===== src/rtl/alu_muldiv.sv =====
// Registered RV32 ALU with iterative shift-add multiply and restoring divide.
// Optional feature macro: ALU_MULDIV_EN (when undefined, all 1xxxx opcodes are illegal).
module alu_muldiv #(
  parameter int unsigned XLEN = 32
) (
  input  logic            CLK,
  input  logic            RESETN,
  input  logic            IN_VALID,
  output logic            IN_READY,
  input  logic [4:0]      CTRL,
  input  logic [XLEN-1:0] A,
  input  logic [XLEN-1:0] B,
  input  logic            FLUSH,
  output logic [XLEN-1:0] OUT,
  output logic            OUT_VALID,
  output logic            ILLEGAL,
  output logic            BUSY
);

  localparam int unsigned SHW = $clog2(XLEN);

  logic [XLEN-1:0] r_out;
  logic            r_valid;
  logic            r_ill;
  logic [XLEN-1:0] w_base_res;
  logic            w_base_ill;
  logic [SHW-1:0]  w_shamt;
  logic            w_accept;

  assign w_shamt   = B[SHW-1:0];
  assign OUT       = r_out;
  assign OUT_VALID = r_valid;
  assign ILLEGAL   = r_ill;

  always_comb begin
    w_base_res = '0;
    w_base_ill = 1'b0;
    case (CTRL)
      5'b00000: w_base_res = A + B;
      5'b00001: w_base_res = A - B;
      5'b00010: w_base_res = A << w_shamt;
      5'b00011: w_base_res = A >> w_shamt;
      5'b00100: w_base_res = $signed(A) >>> w_shamt;
      5'b00101: w_base_res = A & B;
      5'b00110: w_base_res = A | B;
      5'b00111: w_base_res = A ^ B;
      5'b01000: w_base_res = {{(XLEN-1){1'b0}}, $signed(A) < $signed(B)};
      5'b01001: w_base_res = {{(XLEN-1){1'b0}}, A < B};
      default:  w_base_ill = 1'b1;
    endcase
  end

`ifdef ALU_MULDIV_EN

  typedef enum logic [1:0] {S_IDLE, S_MUL, S_DIV, S_DONE} state_t;

  localparam logic [SHW-1:0] LAST_STEP = SHW'(XLEN - 1);

  state_t            r_state;
  logic [SHW-1:0]    r_cnt;
  logic [2*XLEN-1:0] r_prod;
  logic [XLEN-1:0]   r_oper;
  logic [2:0]        r_op;
  logic              r_neg;
  logic              r_rneg;

  logic              w_is_div;
  logic              w_a_signed;
  logic              w_b_signed;
  logic              w_a_neg;
  logic              w_b_neg;
  logic [XLEN-1:0]   w_a_mag;
  logic [XLEN-1:0]   w_b_mag;
  logic              w_div_zero;
  logic              w_div_ovf;
  logic              w_special;
  logic [XLEN-1:0]   w_special_res;
  logic [XLEN:0]     w_mul_sum;
  logic [2*XLEN-1:0] w_mul_next;
  logic [XLEN:0]     w_div_trial;
  logic [2*XLEN-1:0] w_div_next;
  logic [2*XLEN-1:0] w_prod_fin;
  logic [XLEN-1:0]   w_quo;
  logic [XLEN-1:0]   w_rem;
  logic [XLEN-1:0]   w_done_res;

  assign IN_READY = (r_state == S_IDLE);
  assign BUSY     = (r_state != S_IDLE);
  assign w_accept = IN_VALID & IN_READY & ~FLUSH;

  // MUL/MULH sign both operands, MULHSU only A, MULHU neither; DIV/REM both.
  assign w_is_div   = CTRL[2];
  assign w_a_signed = w_is_div ? ~CTRL[0] : (CTRL[1:0] != 2'b11);
  assign w_b_signed = w_is_div ? ~CTRL[0] : ~CTRL[1];
  assign w_a_neg    = A[XLEN-1] & w_a_signed;
  assign w_b_neg    = B[XLEN-1] & w_b_signed;
  assign w_a_mag    = w_a_neg ? -A : A;
  assign w_b_mag    = w_b_neg ? -B : B;

  assign w_div_zero = (B == '0);
  assign w_div_ovf  = ~CTRL[0] & (A == {1'b1, {(XLEN-1){1'b0}}}) & (&B);
  assign w_special  = CTRL[4] & w_is_div & (w_div_zero | w_div_ovf);

  always_comb begin
    w_special_res = '0;
    if (w_div_zero)
      w_special_res = CTRL[1] ? A : '1;
    else if (w_div_ovf)
      w_special_res = CTRL[1] ? '0 : A;
  end

  // Multiply: low half holds the multiplier and shifts out as the product shifts in.
  assign w_mul_sum  = {1'b0, r_prod[2*XLEN-1:XLEN]} + {1'b0, r_oper};
  assign w_mul_next = r_prod[0] ? {w_mul_sum, r_prod[XLEN-1:1]}
                                : {1'b0, r_prod[2*XLEN-1:1]};

  // Divide: high half is the partial remainder, low half the dividend/quotient.
  assign w_div_trial = {r_prod[2*XLEN-1:XLEN], r_prod[XLEN-1]} - {1'b0, r_oper};
  assign w_div_next  = w_div_trial[XLEN] ? {r_prod[2*XLEN-2:0], 1'b0}
                                         : {w_div_trial[XLEN-1:0], r_prod[XLEN-2:0], 1'b1};

  assign w_prod_fin = r_neg  ? -r_prod : r_prod;
  assign w_quo      = r_neg  ? -r_prod[XLEN-1:0] : r_prod[XLEN-1:0];
  assign w_rem      = r_rneg ? -r_prod[2*XLEN-1:XLEN] : r_prod[2*XLEN-1:XLEN];

  always_comb begin
    if (r_op[2])
      w_done_res = r_op[1] ? w_rem : w_quo;
    else if (r_op == 3'b000)
      w_done_res = w_prod_fin[XLEN-1:0];
    else
      w_done_res = w_prod_fin[2*XLEN-1:XLEN];
  end

  always_ff @(posedge CLK or negedge RESETN) begin
    if (!RESETN) begin
      r_state <= S_IDLE;
      r_out   <= '0;
      r_valid <= 1'b0;
      r_ill   <= 1'b0;
      r_cnt   <= '0;
      r_prod  <= '0;
      r_oper  <= '0;
      r_op    <= '0;
      r_neg   <= 1'b0;
      r_rneg  <= 1'b0;
    end else begin
      r_valid <= 1'b0;
      case (r_state)
        S_IDLE: begin
          if (w_accept) begin
            if (CTRL[4] && !w_special) begin
              r_op    <= CTRL[2:0];
              r_neg   <= w_a_neg ^ w_b_neg;
              r_rneg  <= w_a_neg;
              r_cnt   <= '0;
              r_oper  <= w_is_div ? w_b_mag : w_a_mag;
              r_prod  <= {{XLEN{1'b0}}, (w_is_div ? w_a_mag : w_b_mag)};
              r_state <= w_is_div ? S_DIV : S_MUL;
            end else begin
              r_out   <= CTRL[4] ? w_special_res : w_base_res;
              r_ill   <= CTRL[4] ? 1'b0 : w_base_ill;
              r_valid <= 1'b1;
            end
          end
        end
        S_MUL, S_DIV: begin
          if (FLUSH) begin
            r_state <= S_IDLE;
          end else begin
            r_prod <= (r_state == S_MUL) ? w_mul_next : w_div_next;
            if (r_cnt == LAST_STEP)
              r_state <= S_DONE;
            else
              r_cnt <= r_cnt + 1'b1;
          end
        end
        S_DONE: begin
          r_state <= S_IDLE;
          if (!FLUSH) begin
            r_out   <= w_done_res;
            r_ill   <= 1'b0;
            r_valid <= 1'b1;
          end
        end
        default: r_state <= S_IDLE;
      endcase
    end
  end

`else

  assign IN_READY = 1'b1;
  assign BUSY     = 1'b0;
  assign w_accept = IN_VALID & ~FLUSH;

  always_ff @(posedge CLK or negedge RESETN) begin
    if (!RESETN) begin
      r_out   <= '0;
      r_valid <= 1'b0;
      r_ill   <= 1'b0;
    end else begin
      r_valid <= 1'b0;
      if (w_accept) begin
        r_out   <= w_base_res;
        r_ill   <= w_base_ill;
        r_valid <= 1'b1;
      end
    end
  end

`endif

endmodule


===== config.mk =====
export PLATFORM = sky130hd
export DESIGN_NAME = alu_muldiv
export DESIGN_NICKNAME = d
export VERILOG_FILES = /design/src/rtl/alu_muldiv.sv
export SDC_FILE = /design/constraint.sdc
export NUM_CORES = 1
export LEC_CHECK = 0
export BUFFER_PORTS_ARGS = -buffer_cell sky130_fd_sc_hd__buf_2
export CAP_MARGIN = 10
export CORE_MARGIN = 8
export CORE_UTILIZATION = 25
export CTS_BUF_LIST = sky130_fd_sc_hd__clkbuf_8
export CTS_CLUSTER_SIZE = 10
export DETAILED_ROUTE_END_ITERATION = 10
export MAX_ROUTING_LAYER = met4
export PLACE_DENSITY_LB_ADDON = 0.3
export SLEW_MARGIN = 10
export SYNTH_ARGS = -nofsm -noshare
export SYNTH_HDL_FRONTEND = slang
export SYNTH_SLANG_ARGS = --single-unit

===== constraint.sdc =====
create_clock -name CLK -period 4 [get_ports CLK]
set_clock_uncertainty 0.1 [all_clocks]
set_input_delay 0 -clock CLK [delete_from_list [all_inputs] [get_ports CLK]]
set_output_delay 0 -clock CLK [all_outputs]
set_load 0.01 [all_outputs]

==> results_dict.tcl <==
set metrics [dict create \
    run_status "complete, no violations" \
    yosysTopAreaCell "ha_1" \
    timing.setup.critical_path_class "input port to register" \
    cts_tree "done" \
    cts.reportedPaths.clkPinSlew_ns 0.09 \
    cellLeakagePower_uw 0.00469 \
    finalNonFillerCells 1965 \
    core_region_area_um2 39800 \
    drt_first_pass_iters 6 \
    hold_class "input port to register" \
    final_nets 1612 \
    numPortBuffers 106 \
    grt_util_all_layers_pct 20.7 \
    row_count 73 \
    gpl.final_weighted_congestion 0.996 \
    worstMarginPinSlew_ns 1.08 \
    synth_largest_type_area_fraction_pct 12.2 \
    clock_sink_count 34 \
    clk_root_buffer_cell "clkbuf_8" \
    postRouteWirelength_mm 49.4 \
    fin_setup_tns_ns 0 \
    synth_enable_flop_cells 0 \
    design.die.area_um2 47200 \
    critical_path.startpoint_type "input port" \
    detailed_place_hpwl_mm 38.5 \
    vdd.ir_drop.worst_uv 104 \
    number_of_nets_in_the_synthesized_netlist 1577 \
    drc 0 \
    design_area_final_um2 11100 \
    slowest_delay_ns 0.52 \
    post_synth.cell_area_avg_um2 7.22 \
    grt_antenna_before_repair 1 \
    h_tree_lvl_count 2 \
    layout.area.seq_um2 851 \
    grt_first_pass_wirelength_mm 73.2 \
    layout.filler_cells 4531 \
    cp_common_cell "a31oi_1" \
    cts-buffers-inserted 5 \
    async_flop_share_pct 100 \
    multi_input_comb_area_um2 8320 \
    post_cts_buffers 0 \
    data_arrival_critical_path_ns 3.23 \
    initialDrtViolationCount 1417 \
    mostFrequentLayoutCell "a21oi_1" \
    worstPathRequired_ns 4.14 \
    timing.critical_path.slowest_stage_cell "ha_1" \
    place_area_um2 11000 \
    final_core_util_pct 27.8 \
    crit_path_cell_trace "buf_2, inv_1, ha_1, nand4_1, a211o_1, a21boi_1, o31ai_1, o211ai_1, a31oi_1, o21bai_1, mux2i_1, a31oi_1" \
    placedCellCount 1955 \
    critical_path.endpoint_type "register" \
    power.density_nw_per_um2 185 \
    postRouteAntennaNets 0 \
    hold_viol 0 \
    max_freq_ghz 0.324 \
    ys_seq_elements 34 \
    seq_area_frac_synth_pct 8.40 \
    die_width_um 217 \
    pin_count_of_the_biggest_net_entering_global_routing 68 \
    timing.critical_path.fanout_max 12 \
    wl_per_cell_um 25.2 \
    via_per_inst 5.92 \
    path_buf_inv 2 \
    maxCapViolCount 0 \
    grt_setup_unrepaired "no" \
    setup_viol 0 \
    grt_pass1_vias 11200 \
    clock_latency_ns 0.34 \
    hold_ws_ns 0.0706 \
    syn-cell-area_um2 10100 \
    layout_common_cells "a21oi_1 (150), nor2_1 (149), o21ai_0 (111)" \
    synth-warning-count 0 \
    maxSlewViolCount 0 \
    ff2ff_setup_slack_ns 2.03 \
    synth.area.top_cells "ha_1 (12%), dfrtp_1 (8.4%), a21oi_1 (7.4%)" \
    post_synth_inst_count 1403 \
    timing.critical_path.max_delay_family "compound AO/OA/AOI/OAI gates" \
    layout-drive-gt1-share_pct 16.5 \
    slew-limit-headroom_pct 27.5 \
    timing.final.crit_share_pct 77.3 \
    globalRoute.totalOverflow 0 \
    dominantRegCellSynth "dfrtp_1" \
    routed-via-count 11600 \
    area_growth_pct 9.48 \
    io_pins 109 \
    floorplan.initialDensity_pct 25.4 \
    synth.lib_cells_used.distinct 88 \
    final_period_minus_worst_setup_slack_ns 3.09 \
    clockBufferDepth 2 \
    die_h_um 217 \
]
[area by class of cell]
type,count,share of cell area (%)
diodes,1,0.0226
inverters,98,3.32
well taps,525,5.93
clock buffers,6,0.745
clock inverters,2,0.0790
flip-flops and latches,34,7.67
repair buffers,139,7.18
multi-input cells,1160,75.1
[cells by family (layout without fill, tap and decap cells)]
group	after synthesis	after routing	synth area share [%]
AOI/OAI and AO/OA	518	518	33.7
and+or+nand+nor	401	401	18.0
buffers and inverters	209	245	9.56
muxes	118	118	15.9
adders and majority gates	101	101	12.6
DFF	34	34	8.40
xor gates and xnor gates	20	20	1.73
other	2	3	0.0742
[synth_stat cells (all sizes together), types with 4 or more instances]
| master | number |
|---|---|
| nand2b | 6 |
| dfrtp | 34 |
| nand3 | 22 |
| a31oi | 14 |
| nand4 | 8 |
| nor2 | 149 |
| a311oi | 8 |
| o2111ai | 8 |
| nor3 | 38 |
| clkbuf | 66 |
| a211oi | 26 |
| o22ai | 14 |
| o31ai | 18 |
| nand2 | 106 |
| a21o | 7 |
| a21oi | 150 |
| and2 | 4 |
| nor3b | 4 |
| a221o | 9 |
| o221ai | 5 |
| o21bai | 18 |
| mux4 | 31 |
| buf | 44 |
| nor2b | 17 |
| a22oi | 19 |
| xnor2 | 17 |
| o211ai | 17 |
| or2 | 8 |
| a221oi | 22 |
| mux2i | 52 |
| o32ai | 4 |
| or3 | 14 |
| a32oi | 7 |
| mux2 | 35 |
| nor4 | 6 |
| ha | 99 |
| o21ai | 114 |
| inv | 95 |
| and3 | 11 |
| a211o | 8 |
| a2111oi | 10 |
| o21a | 7 |
| a22o | 9 |
[final timing paths]
| kind | from | endpoint | cells after the start |
|---|---|---|---|
| worst max register to register | OUT[21] | OUT[21] | 6 |
| worst min register to register | OUT[15] | OUT[15] | 2 |
| worst min-delay path | IN_VALID | OUT[0] | 3 |
| worst max-delay path | A[8] | OUT[28] | 12 |
| min in group asynchronous | RESETN | OUT[3] | 2 |
| max in group asynchronous | RESETN | OUT[23] | 2 |
[what timing repair did]
action,in CTS,in global routing
hold endpoints to repair,34,0
endpoints found under the setup margin,0,0
resized for setup,0,0
hold buffers,1,0
[flip-flops by register name, summed over array words and instances, names as in the netlist]
signal and cells:
OUT 32, ILLEGAL 1, OUT_VALID 1
[metrics by stage]
stage	setup WS (ns)	total power, uW
2_1_floorplan	0.718	1280
3_3_place_gp	0.696	1710
3_5_place_dp	0.662	1700
4_1_cts	1.03	2030
5_1_grt	0.718	2180
6_report	0.909	2050
[worst register-to-register path, stage by stage (launching register included)]
cell and delay [ns]:
dfrtp_1 0.44, nand2_1 0.11, o21ai_0 0.09, a221oi_1 0.44, o21ai_0 0.28, a221oi_1 0.30, a21oi_1 0.07
[report_power, final]
part	internal (uW)	switching [uW]
combinational	472	874
clock	137	187
sequential	365	20.0
total	974	1080
[per-layer routing]
metal	vias up	part of all wire, %	GRT usage [%]
li1	5288	-	-
met1	5705	45	28.0
met2	553	43	31.0
met3	87	7.2	3.04
met4	0	3.9	7.48
met5	-	0	-
No activity file was read; power rests on OpenSTA's default activity.
